--- config.mk ---
export PLATFORM = sky130hd
export DESIGN_NAME = mem_bus_arbiter
export DESIGN_NICKNAME = d
export VERILOG_FILES = /design/src/rtl/mem_bus_arbiter.sv
export SDC_FILE = /design/constraint.sdc
export NUM_CORES = 1
export LEC_CHECK = 0
export ABC_CLOCK_PERIOD_IN_PS = 2000
export CAP_MARGIN = 20
export CORE_MARGIN = 2
export CORE_UTILIZATION = 45
export DETAILED_ROUTE_END_ITERATION = 10
export DONT_BUFFER_PORTS = 1
export PLACE_DENSITY = 0.62
export SYNTH_ARGS = -nofsm -noshare
export SYNTH_HDL_FRONTEND = slang
export SYNTH_SLANG_ARGS = --single-unit
--- constraint.sdc ---
create_clock -name clk -period 2 [get_ports clk]
set_clock_uncertainty 0.15 [all_clocks]
set_input_delay 0 -clock clk [delete_from_list [all_inputs] [get_ports clk]]
set_output_delay 0 -clock clk [all_outputs]
set_load 0.005 [all_outputs]
--- src/rtl/mem_bus_arbiter.sv ---
`default_nettype none
// ============================================================================
// Module      : mem_bus_arbiter
// Description : Sequences every main-memory transaction (MAR load, MEM_EN/RW
//               drive, MFC wait, read-data capture) and shares the single
//               memory port between two requesters with round-robin grants.
//                 requester 0 : instruction fetch (ID/PC path)
//                 requester 1 : data load/store  (ID/MDR path)
//               A bounded MFC wait aborts a transaction when memory hangs.
// Ports       :
//   clk        in   1         system clock, all state on rising edge
//   reset      in   1         asynchronous active-high reset
//   req        in   2         per-requester request, held until its ack
//   rw         in   2         per-requester direction, 1=read 0=write
//   addr       in   2*ADDR_W  packed requester addresses (i*ADDR_W +: ADDR_W)
//   wdata      in   2*DATA_W  packed requester write data
//   ack        out  2         one-cycle completion pulse per requester
//   err        out  1         with ack: transaction aborted by timeout
//   rdata      out  DATA_W    captured read data, valid while ack is high
//   mar_out    out  ADDR_W    memory address
//   mem_en     out  1         memory enable (high only while waiting for MFC)
//   mem_rw     out  1         memory read/write select
//   mem_wdata  out  DATA_W    memory write data
//   mem_rdata  in   DATA_W    memory read data
//   mfc        in   1         memory function complete, level
// Revision    : 1.0 - initial release
// ============================================================================
module mem_bus_arbiter #(
    parameter int ADDR_W  = 16,
    parameter int DATA_W  = 16,
    parameter int TIMEOUT = 15      // legal range 1..255
) (
    input  logic                 clk,
    input  logic                 reset,
    input  logic [1:0]           req,
    input  logic [1:0]           rw,
    input  logic [2*ADDR_W-1:0]  addr,
    input  logic [2*DATA_W-1:0]  wdata,
    output logic [1:0]           ack,
    output logic                 err,
    output logic [DATA_W-1:0]    rdata,
    output logic [ADDR_W-1:0]    mar_out,
    output logic                 mem_en,
    output logic                 mem_rw,
    output logic [DATA_W-1:0]    mem_wdata,
    input  logic [DATA_W-1:0]    mem_rdata,
    input  logic                 mfc
);

    localparam logic [1:0] S_IDLE  = 2'd0;
    localparam logic [1:0] S_SETUP = 2'd1;
    localparam logic [1:0] S_WAIT  = 2'd2;
    localparam logic [1:0] S_DONE  = 2'd3;

    // Counter value at which the current non-MFC edge is the last one allowed.
    localparam logic [7:0] C_TIMEOUT_LAST = 8'(TIMEOUT - 1);

    logic [1:0] r_state;
    logic       r_ptr;          // requester that has priority at the next grant
    logic       r_gnt;          // requester owning the current transaction
    logic       r_timed_out;
    logic [7:0] r_cnt;

    logic       w_any_req;
    logic       w_gnt;

    assign w_any_req = |req;
    // Priority requester wins if it asks, otherwise the other one takes the slot.
    assign w_gnt     = req[r_ptr] ? r_ptr : ~r_ptr;

    // Decoded straight from the state register so an asynchronous reset drops
    // the memory enable immediately and it can never be high outside WAIT.
    assign mem_en = (r_state == S_WAIT);
    assign ack    = (r_state == S_DONE) ? {r_gnt, ~r_gnt} : 2'b00;
    assign err    = (r_state == S_DONE) & r_timed_out;

    always_ff @(posedge clk or posedge reset) begin
        if (reset) begin
            r_state     <= S_IDLE;
            r_ptr       <= 1'b0;
            r_gnt       <= 1'b0;
            r_timed_out <= 1'b0;
            r_cnt       <= 8'd0;
            rdata       <= '0;
            mar_out     <= '0;
            mem_rw      <= 1'b0;
            mem_wdata   <= '0;
        end else begin
            case (r_state)
                S_IDLE: begin
                    if (w_any_req) begin
                        r_gnt     <= w_gnt;
                        mar_out   <= w_gnt ? addr[2*ADDR_W-1:ADDR_W]  : addr[ADDR_W-1:0];
                        mem_wdata <= w_gnt ? wdata[2*DATA_W-1:DATA_W] : wdata[DATA_W-1:0];
                        mem_rw    <= w_gnt ? rw[1] : rw[0];
                        r_state   <= S_SETUP;
                    end
                end
                S_SETUP: begin
                    r_cnt       <= 8'd0;
                    r_timed_out <= 1'b0;
                    r_state     <= S_WAIT;
                end
                S_WAIT: begin
                    // MFC is tested first so it beats a timeout on the same edge.
                    if (mfc) begin
                        if (mem_rw) begin
                            rdata <= mem_rdata;
                        end
                        r_state <= S_DONE;
                    end else if (r_cnt == C_TIMEOUT_LAST) begin
                        rdata       <= '0;
                        r_timed_out <= 1'b1;
                        r_state     <= S_DONE;
                    end else begin
                        r_cnt <= r_cnt + 8'd1;
                    end
                end
                S_DONE: begin
                    r_ptr   <= ~r_gnt;
                    r_state <= S_IDLE;
                end
                default: begin
                    r_state <= S_IDLE;
                end
            endcase
        end
    end

endmodule
`default_nettype wire

## Word-level counts from Yosys, hierarchy flattened

Index checks and enable logic that the tools add are counted.

| storage, ports and cells | value |
|---|---|
| output and inout bits | 53 |
| register bits | 62 |
| logic and storage cells | 53 |
| input bits | 87 |

| cells by class | value |
|---|---|
| eq/ne operators | 10 |
| $add $sub $neg | 1 |
| $lt $le $gt $ge | 1 |
| reductions and logical operators | 9 |
| multiplexer cells | 20 |
| bitwise gates (word level) | 3 |

Operators with widths:

| operator | number |
|---|---|
| $mux W16 | 5 |
| $mux W8 | 2 |
| $pmux W8 S2 | 1 |
| $reduce_and A3 Y1 | 3 |
| $add A8 B1 Y8 const B | 1 |
| $eq A8 B4 Y1 const B | 1 |
| $mux W2 | 4 |
| $ne A2 B2 Y1 const B | 4 |
| $pmux W2 S4 | 1 |
| $mux W1 | 6 |
| $eq A2 B2 Y1 const B | 2 |
| $reduce_and A2 Y1 | 2 |
| $reduce_bool A2 Y1 | 2 |
| $ne A3 B1 Y1 const B | 1 |
| $eq A2 B1 Y1 const B | 1 |
| $logic_not A2 Y1 | 1 |
| $lt A1 B2 Y1 const B | 1 |
| $ne A2 B1 Y1 const B | 1 |
| $not A1 Y1 | 2 |
| $pmux W1 S2 | 1 |
| $reduce_or A2 Y1 | 1 |
| $and A1 B1 Y1 | 1 |

## Longest topological paths before layout

Gate-level depths: netlist (run 1).

| depth | value |
|---|---|
| word-level depth | 4 |
| depth in mapped cells | 7 |
| mapped depth without buffers | 5 |

## Least setup slack after synthesis (run 1)

OpenSTA, ideal clock, no wires.

| path | value |
|---|---|
| kind | flip-flop to flip-flop |
| start | register r_cnt[0] |
| end | register r_cnt[0] |
| stages on the path, launching flop included | 7 |
| clock period less this slack | 1.769 ns |
| required time | 1.724 ns |
| library setup time | 0.126 ns |
| path buffers | 1 |
| arrival | 1.493 ns |
| slack | 0.231 ns |
| cell sequence | dfrtp_1 -> inv_1 -> ha_1 -> and4b_1 -> clkbuf_1 -> a21o_1 -> a311o_1 |

| on the way | value |
|---|---|
| cells in the longest elaborated chain, start to end | 4 |
| elaborated cells between the ends (all ways) | 7 |
| those cells by class | add/sub: 1; eq/ne: 2; mux: 3; reduce/logical: 1 |

RTL lines:

| what | RTL line | RTL |
|---|---|---|
| from (decl) | 62 | `logic [7:0] r_cnt;` |
| from (signal assigned) | 116 | `r_cnt <= r_cnt + 8'd1;` |
| $add A8 B1 Y8 | 116 |  |
| $mux W8 | 111 | `end else if (r_cnt == C_TIMEOUT_LAST) begin` |
| $mux W8 | 106 | `if (mfc) begin` |
| $pmux W8 S2 | 89 | `case (r_state)` |

Parallel ways exist; a longest one is shown, timed or not. The select of a mux whose other input is x is not followed.
A chain may end at the register's enable or synchronous reset.

## Worst setup path after layout (run 1)

Ends and elaborated chain as after synthesis.

==> metrics.md, run 1 <==
| Metric | Value |
|---|---|
| Longest Clk Path Bufs | 2 |
| Status | finished, final reports clean |
| Main synth FF type | dfrtp_1 |
| Final Hold Viols | 0 |
| DRT Pass-1 Iters | 4 |
| Type of the tightest min-delay check | in -> reg |
| Switching Share | 39.58% |
| Seq pwr share | 38.2% |
| Crit path DAT | 1990 ps |
| Synth top area share | 47.17% |
| Post-synth top cells | dfrtp_1 (62), o21ai_0 (51), nand3_1 (38) |
| Clk sinks | 62 |
| Number of global-route vias before repair | between 3000 and 4000 |
| Asr flop ratio synth | 100.0% |
| Clock Tree Root | clkbuf_8 |
| Global route overflow | 0 |
| Layout cell share with drive strength beyond 1 | 12.21% |
| Count leader, synth | dfrtp_1 |
| Pleak | 1.900 nW |
| Hpwl dp | 5633 um |
| Largest cells by area after synthesis | dfrtp_1 (47%), o21ai_0 (7.8%), a31oi_1 (6.5%), nand3_1 (5.8%), nor2_1 (3.9%) |
| Detailed-route wire length per cell | 17.55 um |
| F_max | 0.5355 GHz |
| Endpoint class of the critical path | flop |
| Combinational share of power | 41.7% |
| Clk_lat worst skew | 330 ps |
| Synth Area per Inst | 8.866 um^2 |
| Synth Warn # | 0 |
| FILL cells | roughly 570 |
| Synthesized net count | 464 |
| Max-slew violations | 0 |
| Effective utilization at floorplan | 45.84% |
| Nets | 555 |
| Largest net degree at the start of global routing | 47 |
| CTS tree | done |
| Worst vdd ir | 0.7753 mV |
| WL final | 9933 um |
| Routed via count | roughly 3200 |
| First-pass GRT wire length | 15060 um |
| Initial antenna violation count | 0 |
| Final setup viols | 0 |
| Fin crit share | 93.38% |
| Clk slew on worst S/H paths | 70 ps |
| Clk pwr share | 20.1% |
| Row count | 31 |
| Leading area contributor after synthesis | dfrtp_1 |
| Internal power | about 3.7 mW |
| Core ar. | just over 7000 um^2 |
| Port Buffer Count | 0 |
| Area delta synth->final | 40.17% |
| Cts bufs inserted | 9 |
| Worst Path Max Fanout | 8 |
| Ports | 140 |
| All-Layer GR Usage | 24.42% |
| Die H | 89.50 um |
| Number of remaining DRC errors | 0 |
| Sum of negative setup slack | 0 ps |
| Psw | ~2.4 mW |
| Power per cell area | 1329 nW/um^2 |
| Cell variety after synth | 47 |
| Vias per cell | 5.671 |
| DIE AREA | 8009 um^2 |
| Drt initial violations | 172 |
| Mapped cell area | 3289 um^2 |
| Gpl congestion | 0.8083 |
| RSZ-0062 raised after global routing | false |
| CP Class | reg -> reg |
| Die X | 89.50 um |
| CP startpoint kind | flop |
| Register area share after synthesis | between 40% and 50% |
| Register bit total from synthesis | 62 |
| Measured slew at the worst slew-check pin | 842.8 ps |
| Synthesized instance count | 371 |
| Slew margin rel. | 43.63% |
| Antenna viol nets, final | 0 |
| Max H-tree Level | 3 |
| Max-Cap Viols | 0 |
| ANT cells | 0 |
| EDFF count, synth | 0 |
| Total power | 6.128 mW |
| Tmin final | 1868 ps |
| WP data required | about 2100 ps |
[repair_timing]
item | CTS | global route
endpoints found under the hold margin | 122 | 0
hold buffers | 94 | 0
endpoints found under the setup margin | 0 | 22
resized for setup | 0 | 6
buffers inserted | 0 | 0
[per-layer routing]
| metal | track usage (%) | share of wire (%) |
|---|---|---|
| met1 | 31.92 | 41 |
| met2 | 38.79 | 48 |
| met3 | 7.018 | 9.9 |
| met4 | 8.820 | 1.2 |
| met5 | 0 | 0 |
[critical path, cell delays in order (launching register included)]
cell	delay, ps
dfrtp_1	420
inv_1	80
ha_1	210
and4b_1	300
a2111oi_0	470
a311o_1	170
[layout make-up]
type                    instances  area, um^2  share of cell area, %
repair buffers                111        1101                  23.88
flip-flops and latches         62        1551                  33.65
clock inverters                 7       97.59                  2.117
clock buffers                   9       123.9                  2.687
multi-input cells             272        1590                  34.49
well taps                      99       123.9                  2.687
inverters                       6       22.52                 0.4885
[state kept, by name, summed over array words and instances (netlist names)]
signal / flops
mem_wdata: 16
rdata: 16
r_cnt: 8
r_state: 2
r_timed_out: 1
r_gnt: 1
r_ptr: 1
mar_out: 16
mem_rw: 1
[power by group through the flow]
stage	clock network [mW]	registers (mW)	logic, mW
floorplan	0	2.21	1.76
global placement	0	2.35	2.18
detailed placement	0	2.35	2.25
CTS	1.26	2.34	2.43
global route	1.31	2.43	2.88
finish	1.23	2.34	2.55
[metrics by stage]
stage	setup slack, ps	instance area, um^2	utilization, %	instances	hold WS (ps)
finish	132.4	4611	64.25	566	19.32
global route	43.30	4611	64.25	566	26.80
CTS	83.84	4572	63.71	565	46.86
detailed placement	97.28	3410	47.52	455	-230.7
global placement	150.9	3410	47.52	455	-238.3
floorplan	231.0	3289	-	371	-34.40
[logic make-up (layout without fill, tap and decap cells)]
family	Yosys count	count (layout)	share of synthesized area [%]
multiplexers	1	1	0.3423
AND/OR/NAND/NOR	146	146	23.96
AO/OA/AOI/OAI	119	119	21.23
flip-flops	62	62	47.17
adder cells (fa/ha/maj)	6	6	2.282
buffers and inverters	37	133	5.021
[layout by cell type (no fill, tap or decap), types with 2 or more instances in the layout]
cell	count
o211ai_1	3
nor3b_1	2
clkbuf_8	9
and3_2	2
nor2b_2	2
and2b_2	10
dlygate4sd3_1	94
a21oi_1	18
buf_12	2
dfrtp_1	62
ha_1	6
nand2b_1	4
a31oi_1	34
nor2b_1	8
nor3_1	2
or4_1	2
nand4_1	2
nor4_1	2
a211o_1	2
nand3_1	38
buf_4	14
clkinvlp_4	2
o21ai_0	51
nand4b_1	2
bufinv_16	2
nand2_1	23
nor2_1	34
and2_1	3
inv_1	5
[worst paths after layout]
| kind | start | to | slack, ps | cells past startpoint |
|---|---|---|---|---|
| min | req[1] | mar_out[5]$_DFFE_PP0P_ | 20 | 3 |
| max in group asynchronous | reset | r_cnt[4]$_DFFE_PP0P_ | 430 | 3 |
| min in group asynchronous | reset | r_state[1]$_DFFE_PP0P_ | 60 | 3 |
| max reg2reg | r_cnt[0]$_DFFE_PP0P_ | r_cnt[0]$_DFFE_PP0P_ | 130 | 5 |
| max | r_cnt[0]$_DFFE_PP0P_ | r_cnt[0]$_DFFE_PP0P_ | 130 | 5 |
| min reg2reg | r_timed_out$_DFFE_PP0P_ | r_timed_out$_DFFE_PP0P_ | 350 | 1 |
Note: power is estimated with default switching activity, not from simulation.
==> run 2, diff against run 1 <==
- PLACE_DENSITY: 0.62 -> default
==> metrics.md, run 2 <==
| Metric | Value |
|---|---|
| Status | did not finish |
| Failing step | clock tree synthesis |
| Err | [ERROR RSZ-0060] Max buffer count reached. |
| Longest Clk Path Bufs | 2 |
| Max H-tree Level | 3 |
| CTS Hold Buffers Added | 101 |
| Synthesized net count | 464 |
| Effective utilization at floorplan | 45.84% |
| Register area share after synthesis | about 47% |
| Synth Warn # | 0 |
| Main synth FF type | dfrtp_1 |
| Clock Tree Root | clkbuf_8 |
| Largest cells by area after synthesis | dfrtp_1 (47%), o21ai_0 (7.8%), a31oi_1 (6.5%), nand3_1 (5.8%), nor2_1 (3.9%) |
| Register bit total from synthesis | between 60 and 70 |
| Post-synth top cells | dfrtp_1 (62), o21ai_0 (51), nand3_1 (38) |
| Postcts setup bufs | 0 |
| Port Buffer Count | 0 |
| Asr flop ratio synth | 100.0% |
| Mapped cell area | 3289 um^2 |
| # resized after CTS | 0 |
| Cts bufs inserted | 9 |
| Synth Area per Inst | 8.866 um^2 |
| Cell variety after synth | 47 |
| Die X | ~89 um |
| Synthesized instance count | 371 |
| Hpwl dp | 5382 um |
| Die H | 89.50 um |
| Ports | 140 |
| DP Area | 3400 um^2 |
| EDFF count, synth | 0 |
| Leading area contributor after synthesis | dfrtp_1 |
| Count leader, synth | dfrtp_1 |
| Gpl congestion | between 0.8 and 0.9 |
| Row count | 31 |
| Clk sinks | 62 |
| Synth top area share | a little under half |
run 2: cells by family after synthesis:
kind of cell / share of synthesized area [%]
AO/OA/AOI/OAI: 21.23
adder cells (fa/ha/maj): 2.282
buffers and inverters: 5.021
flip-flops: 47.17
multiplexers: 0.3423
AND/OR/NAND/NOR: 23.96
run 2: metrics by stage:
| stage | std cells | utilization (%) | setup WS [ps] |
|---|---|---|---|
| after floorplan | 371 | - | 231.0 |
| after detailed placement | 452 | 47.38 | 121.1 |
| after global placement | 452 | 47.38 | 113.7 |
==> run 3, diff against run 2 <==
- CORE_UTILIZATION: 45 -> 30
- PLACE_DENSITY_LB_ADDON: default -> 0.15
==> metrics.md, run 3 (synthesized netlist as in run 1, its figures left out) <==
| Metric | Value |
|---|---|
| Most frequent cells in the layout | dlygate4sd3_1 (88), dfrtp_1 (62), o21ai_0 (51) |
| Pleak | 1.847 nW |
| Fin crit share | 93.62% |
| Vias per cell | 5.263 |
| Ports | 140 |
| Layout cell share with drive strength beyond 1 | 10.96% |
| Met1 usage | between 20% and 30% |
| Area delta synth->final | 37.81% |
| F_max | 0.5341 GHz |
| Type of the tightest min-delay check | in -> reg |
| Max-Cap Viols | 0 |
| Routed via count | ~3100 |
| Measured slew at the worst slew-check pin | 817.7 ps |
| Tmin final | about 1900 ps |
| Antenna viol nets, final | 0 |
| Worst Slack Setup Final | 127.6 ps |
| Clk sinks | 62 |
| Cts bufs inserted | 9 |
| Clk slew on worst S/H paths | approximately 90 ps |
| Clk pwr share | 20.0% |
| Place WS | 120.2 ps |
| Effective utilization at floorplan | 30.61% |
| Combinational share of power | 40.1% |
| DRT Pass-1 Iters | 6 |
| Clock Tree Root | clkbuf_8 |
| Final setup viols | 0 |
| Endpoint class of the critical path | flop |
| Port Buffer Count | 0 |
| CP startpoint kind | flop |
| Max H-tree Level | 3 |
| Longest Clk Path Bufs | 2 |
| R2r setup slk | 130 ps |
| Most crowded layer after global routing | met2 |
| Initial antenna violation count | 0 |
| Die H | about 110 um |
| Slew margin rel. | between 40% and 50% |
| Gpl congestion | 0.7584 |
| CTS tree | done |
| WP data required | just over 2000 ps |
| Power per cell area | 1304 nW/um^2 |
| DIE AREA | between 10000 and 15000 um^2 |
| Hpwl dp | ~6000 um |
| Postcts setup bufs | 0 |
| Worst Setup SP | r_cnt[0]$_DFFE_PP0P_ |
| WL final | 9986 um |
| Psw | 2.404 mW |
| Clk_lat worst skew | 340 ps |
| Global route overflow | 0 |
| Sum of negative setup slack | 0 ps |
| Drt initial violations | ~260 |
| Met3 Track Usage GR | 4.483% |
| Worst vdd ir | 0.5923 mV |
| First-pass GRT wire length | 15840 um |
| Max-slew violations | 0 |
| Status | finished, final reports clean |
| Crit path DAT | 1940 ps |
| Commonest non-fill, non-tap cell in the layout | dlygate4sd3_1 |
| Final Hold Viols | 0 |
| Worst Path Max Fanout | 8 |
| Row count | 38 |
| Min-delay src | req[0] |
| All-Layer GR Usage | 17.10% |
| Seq pwr share | 39.9% |
| CP Class | reg -> reg |
| Nets | 544 |
| FF-to-FF Start | r_cnt[0]$_DFFE_PP0P_ |
| RSZ-0062 raised after global routing | false |
| Global Route met2 Usage | 28.71% |
| Largest net degree at the start of global routing | 69 |
| Switching Share | between 40% and 50% |
| Detailed-route wire length per cell | 16.76 um |
| Total power | ~5.9 mW |
| Number of global-route vias before repair | 3169 |
| Internal power | between 3 and 4 mW |
| Core ar. | 10750 um^2 |
| Number of remaining DRC errors | 0 |
| ANT cells | 0 |
| Die X | 108.7 um |
| Top flop regs | mar_out (16), mem_wdata (16), rdata (16) |
run 3: stage by stage:
| step | cells | instance area [um^2] | util (%) | hold WS, ps |
|---|---|---|---|---|
| 2_1_floorplan | 371 | 3289 | - | -34.40 |
| 3_3_place_gp | 492 | 3443 | 32.04 | -244.9 |
| 3_5_place_dp | 492 | 3443 | 32.04 | -239.3 |
| 4_1_cts | 596 | 4531 | 42.16 | 7.615 |
| 5_1_grt | 596 | 4533 | 42.19 | 45.72 |
| 6_report | 596 | 4533 | 42.19 | 21.97 |
run 3: routing by layer:
| layer | wire (um) | up-vias |
|---|---|---|
| met5 | 0 | - |
| met4 | 140 | 0 |
| met3 | 865 | 13 |
| met2 | 4834 | 150 |
| met1 | 4145 | 1479 |
| li1 | - | 1495 |
run 3: area by class of cell:
type                    instances  area, um^2
multi-input cells             272        1582
flip-flops and latches         62        1551
fillers                      1036        6212
inverters                       6       22.52
clock buffers                  10       137.6
clock inverters                 6       68.82
repair buffers                100       996.0
well taps                     140       175.2
run 3: worst paths after layout:
kind                                           end  cells past startpoint
hold reg to reg            r_timed_out$_DFFE_PP0P_                      1
max in group asynchronous     rdata[9]$_DFFE_PP0P_                      3
min in group asynchronous   mar_out[9]$_DFFE_PP0P_                      4
setup / recovery              r_cnt[0]$_DFFE_PP0P_                      5
hold / removal                  mem_rw$_DFFE_PP0P_                      4
setup reg to reg              r_cnt[0]$_DFFE_PP0P_                      5
run 3: worst max-delay path, cell delays in order, from the launching register on:
cell and delay, ps:
dfrtp_1 420, inv_1 80, ha_1 220, and4b_1 300, a21o_1 230, a311o_1 350
run 3: power by group through the flow:
| stage | Sequential [mW] | Combinational, mW | Clock [mW] |
|---|---|---|---|
| after floorplan | 2.21 | 1.76 | 0 |
| after global placement | 2.38 | 2.17 | 0 |
| after detailed placement | 2.38 | 2.23 | 0 |
| after CTS | 2.37 | 2.36 | 1.22 |
| after global routing | 2.45 | 2.71 | 1.27 |
| final | 2.36 | 2.37 | 1.18 |
run 3: repair_timing:
| item | CTS | global route |
|---|---|---|
| endpoints found under the hold margin | 122 | 0 |
| hold buffers | 88 | 0 |
| endpoints found under the setup margin | 0 | 11 |
| gates resized for setup | 0 | 2 |
==> run 4, diff against run 3 <==
- BUFFER_PORTS_ARGS: default -> -buffer_cell sky130_fd_sc_hd__buf_4
- DONT_BUFFER_PORTS: 1 -> default
==> metrics.md, run 4 (synthesized netlist as in run 1, its figures left out) <==
| Metric | Value |
|---|---|
| R2r setup slk | 140 ps |
| WL final | around 11000 um |
| Power per cell area | around 1200 nW/um^2 |
| Clk_lat worst skew | 330 ps |
| Clk slew on worst S/H paths | 70 ps |
| Initial antenna violation count | 0 |
| Most frequent cells in the layout | buf_4 (151), dlygate4sd3_1 (86), dfrtp_1 (62) |
| FF-to-FF Start | r_state[1]$_DFFE_PP0P_ |
| Placed cells | 635 |
| Endpoint class of the critical path | flop |
| Core ar. | 10750 um^2 |
| Worst Path Max Fanout | 6 |
| Postcts setup bufs | 0 |
| Vias per cell | 4.976 |
| Pleak | about 2.5 nW |
| Slew margin rel. | between 60% and 70% |
| Row count | 38 |
| Slowest stage cell, crit path | or4_1 |
| Measured slew at the worst slew-check pin | 559.9 ps |
| Number of global-route vias before repair | ~3700 |
| CTS tree | done |
| Reg2Reg Depth | 5 |
| Gpl congestion | around 0.8 |
| Antenna viol nets, final | 0 |
| Largest net degree at the start of global routing | 35 |
| Layout cell share with drive strength beyond 1 | 31.83% |
| Longest Clk Path Bufs | 2 |
| Max H-tree Level | 3 |
| Area delta synth->final | 70.06% |
| Worst r2r dst | r_cnt[6]$_DFFE_PP0P_ |
| Ports | 140 |
| CP Class | reg -> reg |
| DIE AREA | roughly 12000 um^2 |
| Tmin final | 1859 ps |
| All-Layer GR Usage | 18.78% |
| Crit path DAT | 1980 ps |
| Sum of negative setup slack | 0 ps |
| Cts bufs inserted | 9 |
| Final setup viols | 0 |
| Port Buffer Count | 139 |
| Max-slew violations | 0 |
| Effective utilization at floorplan | 30.61% |
| Routed via count | 3667 |
| Clock Tree Root | clkbuf_8 |
| Global route overflow | 0 |
| Final hold slack | 109.6 ps |
| WP data required | between 2000 and 2500 ps |
| Die H | 108.7 um |
| Fin crit share | 92.94% |
| Hpwl dp | slightly below 7000 um |
| Non-filler cells, final | 737 |
| Worst vdd ir | 0.5515 mV |
| Drt initial violations | 244 |
| Final Hold Viols | 0 |
| Status | finished, final reports clean |
| Commonest non-fill, non-tap cell in the layout | buf_4 |
| Clk sinks | slightly above 60 |
| DRT Pass-1 Iters | 4 |
| Type of the tightest min-delay check | in -> async |
| Detailed-route wire length per cell | 14.68 um |
| ANT cells | 0 |
| CP startpoint kind | flop |
| Max-Cap Viols | 0 |
| CP max stage delay | 540 ps |
| Number of remaining DRC errors | 0 |
| Die X | 108.7 um |
| F_max | 0.5380 GHz |
| First-pass GRT wire length | 17490 um |
| RSZ-0062 raised after global routing | false |
| Crit path cell chain | inv_1, ha_1, nand2_1, or4_1, nand3_1 |
| Top flop regs | mar_out (16), mem_wdata (16), rdata (16) |
| Nets | about 690 |
-- run 4: metal layers --
metal / track usage, % / wire [um]
met1: 23.02 / 4530
met4: 6.777 / 230
met3: 5.380 / 789
met5: 0 / 0
met2: 31.47 / 5268
-- run 4: worst max-delay path by stage --
| stage | startpoint | end | slack [ps] | cells past startpoint |
|---|---|---|---|---|
| 2_1_floorplan | r_cnt[0]$_DFFE_PP0P_ | r_cnt[0]$_DFFE_PP0P_ | 230 | 6 |
| 3_3_place_gp | r_ptr$_DFFE_PP0N_ | mem_wdata[12]$_DFFE_PP0P_ | 30 | 3 |
| 3_5_place_dp | r_state[1]$_DFFE_PP0P_ | r_cnt[6]$_DFFE_PP0P_ | 140 | 5 |
| 4_1_cts | r_state[1]$_DFFE_PP0P_ | r_cnt[6]$_DFFE_PP0P_ | 120 | 5 |
| 5_1_grt | r_state[1]$_DFFE_PP0P_ | r_cnt[6]$_DFFE_PP0P_ | 1 | 5 |
| 6_report | r_state[1]$_DFFE_PP0P_ | r_cnt[6]$_DFFE_PP0P_ | 140 | 5 |
-- run 4: where the power goes --
part	switching [mW]	internal, mW
combinational	1.63	1.85
sequential	0.379	1.83
clock	0.496	0.574
total	2.51	4.25
-- run 4: area by class of cell --
class	count	area (um^2)
timing repair buffer	241	2082
tap	140	175.2
multi-input combinational	272	1580
clock inverter	4	47.55
clock buffer	12	135.1
inverter	6	22.52
sequential	62	1551
fill	1006	5151
-- run 4: repair_timing --
item,4_1_cts,5_1_grt
hold buffers,86,0
setup endpoints to repair,0,2
gates resized for setup,0,1
hold endpoints to repair,99,0
-- run 4: critical path: cells and delay by family (launching register included) --
family	cells	cell delay, ps
simple gates	3	800
fa+ha+maj	1	340
flops	1	420
buf+inv	1	80
-- run 4: stage by stage --
| stage | cell area (um^2) | util, % | power (mW) | setup slack, ps |
|---|---|---|---|---|
| final | 5594 | 52.06 | 6.755 | 141.2 |
| after global routing | 5594 | 52.06 | 7.340 | 1.093 |
| after CTS | 5593 | 52.05 | 6.805 | 115.4 |
| after detailed placement | 4549 | 42.34 | 5.582 | 136.2 |
| after global placement | 4522 | 42.08 | 5.490 | 32.36 |
| after floorplan | 3289 | - | 3.967 | 231.0 |
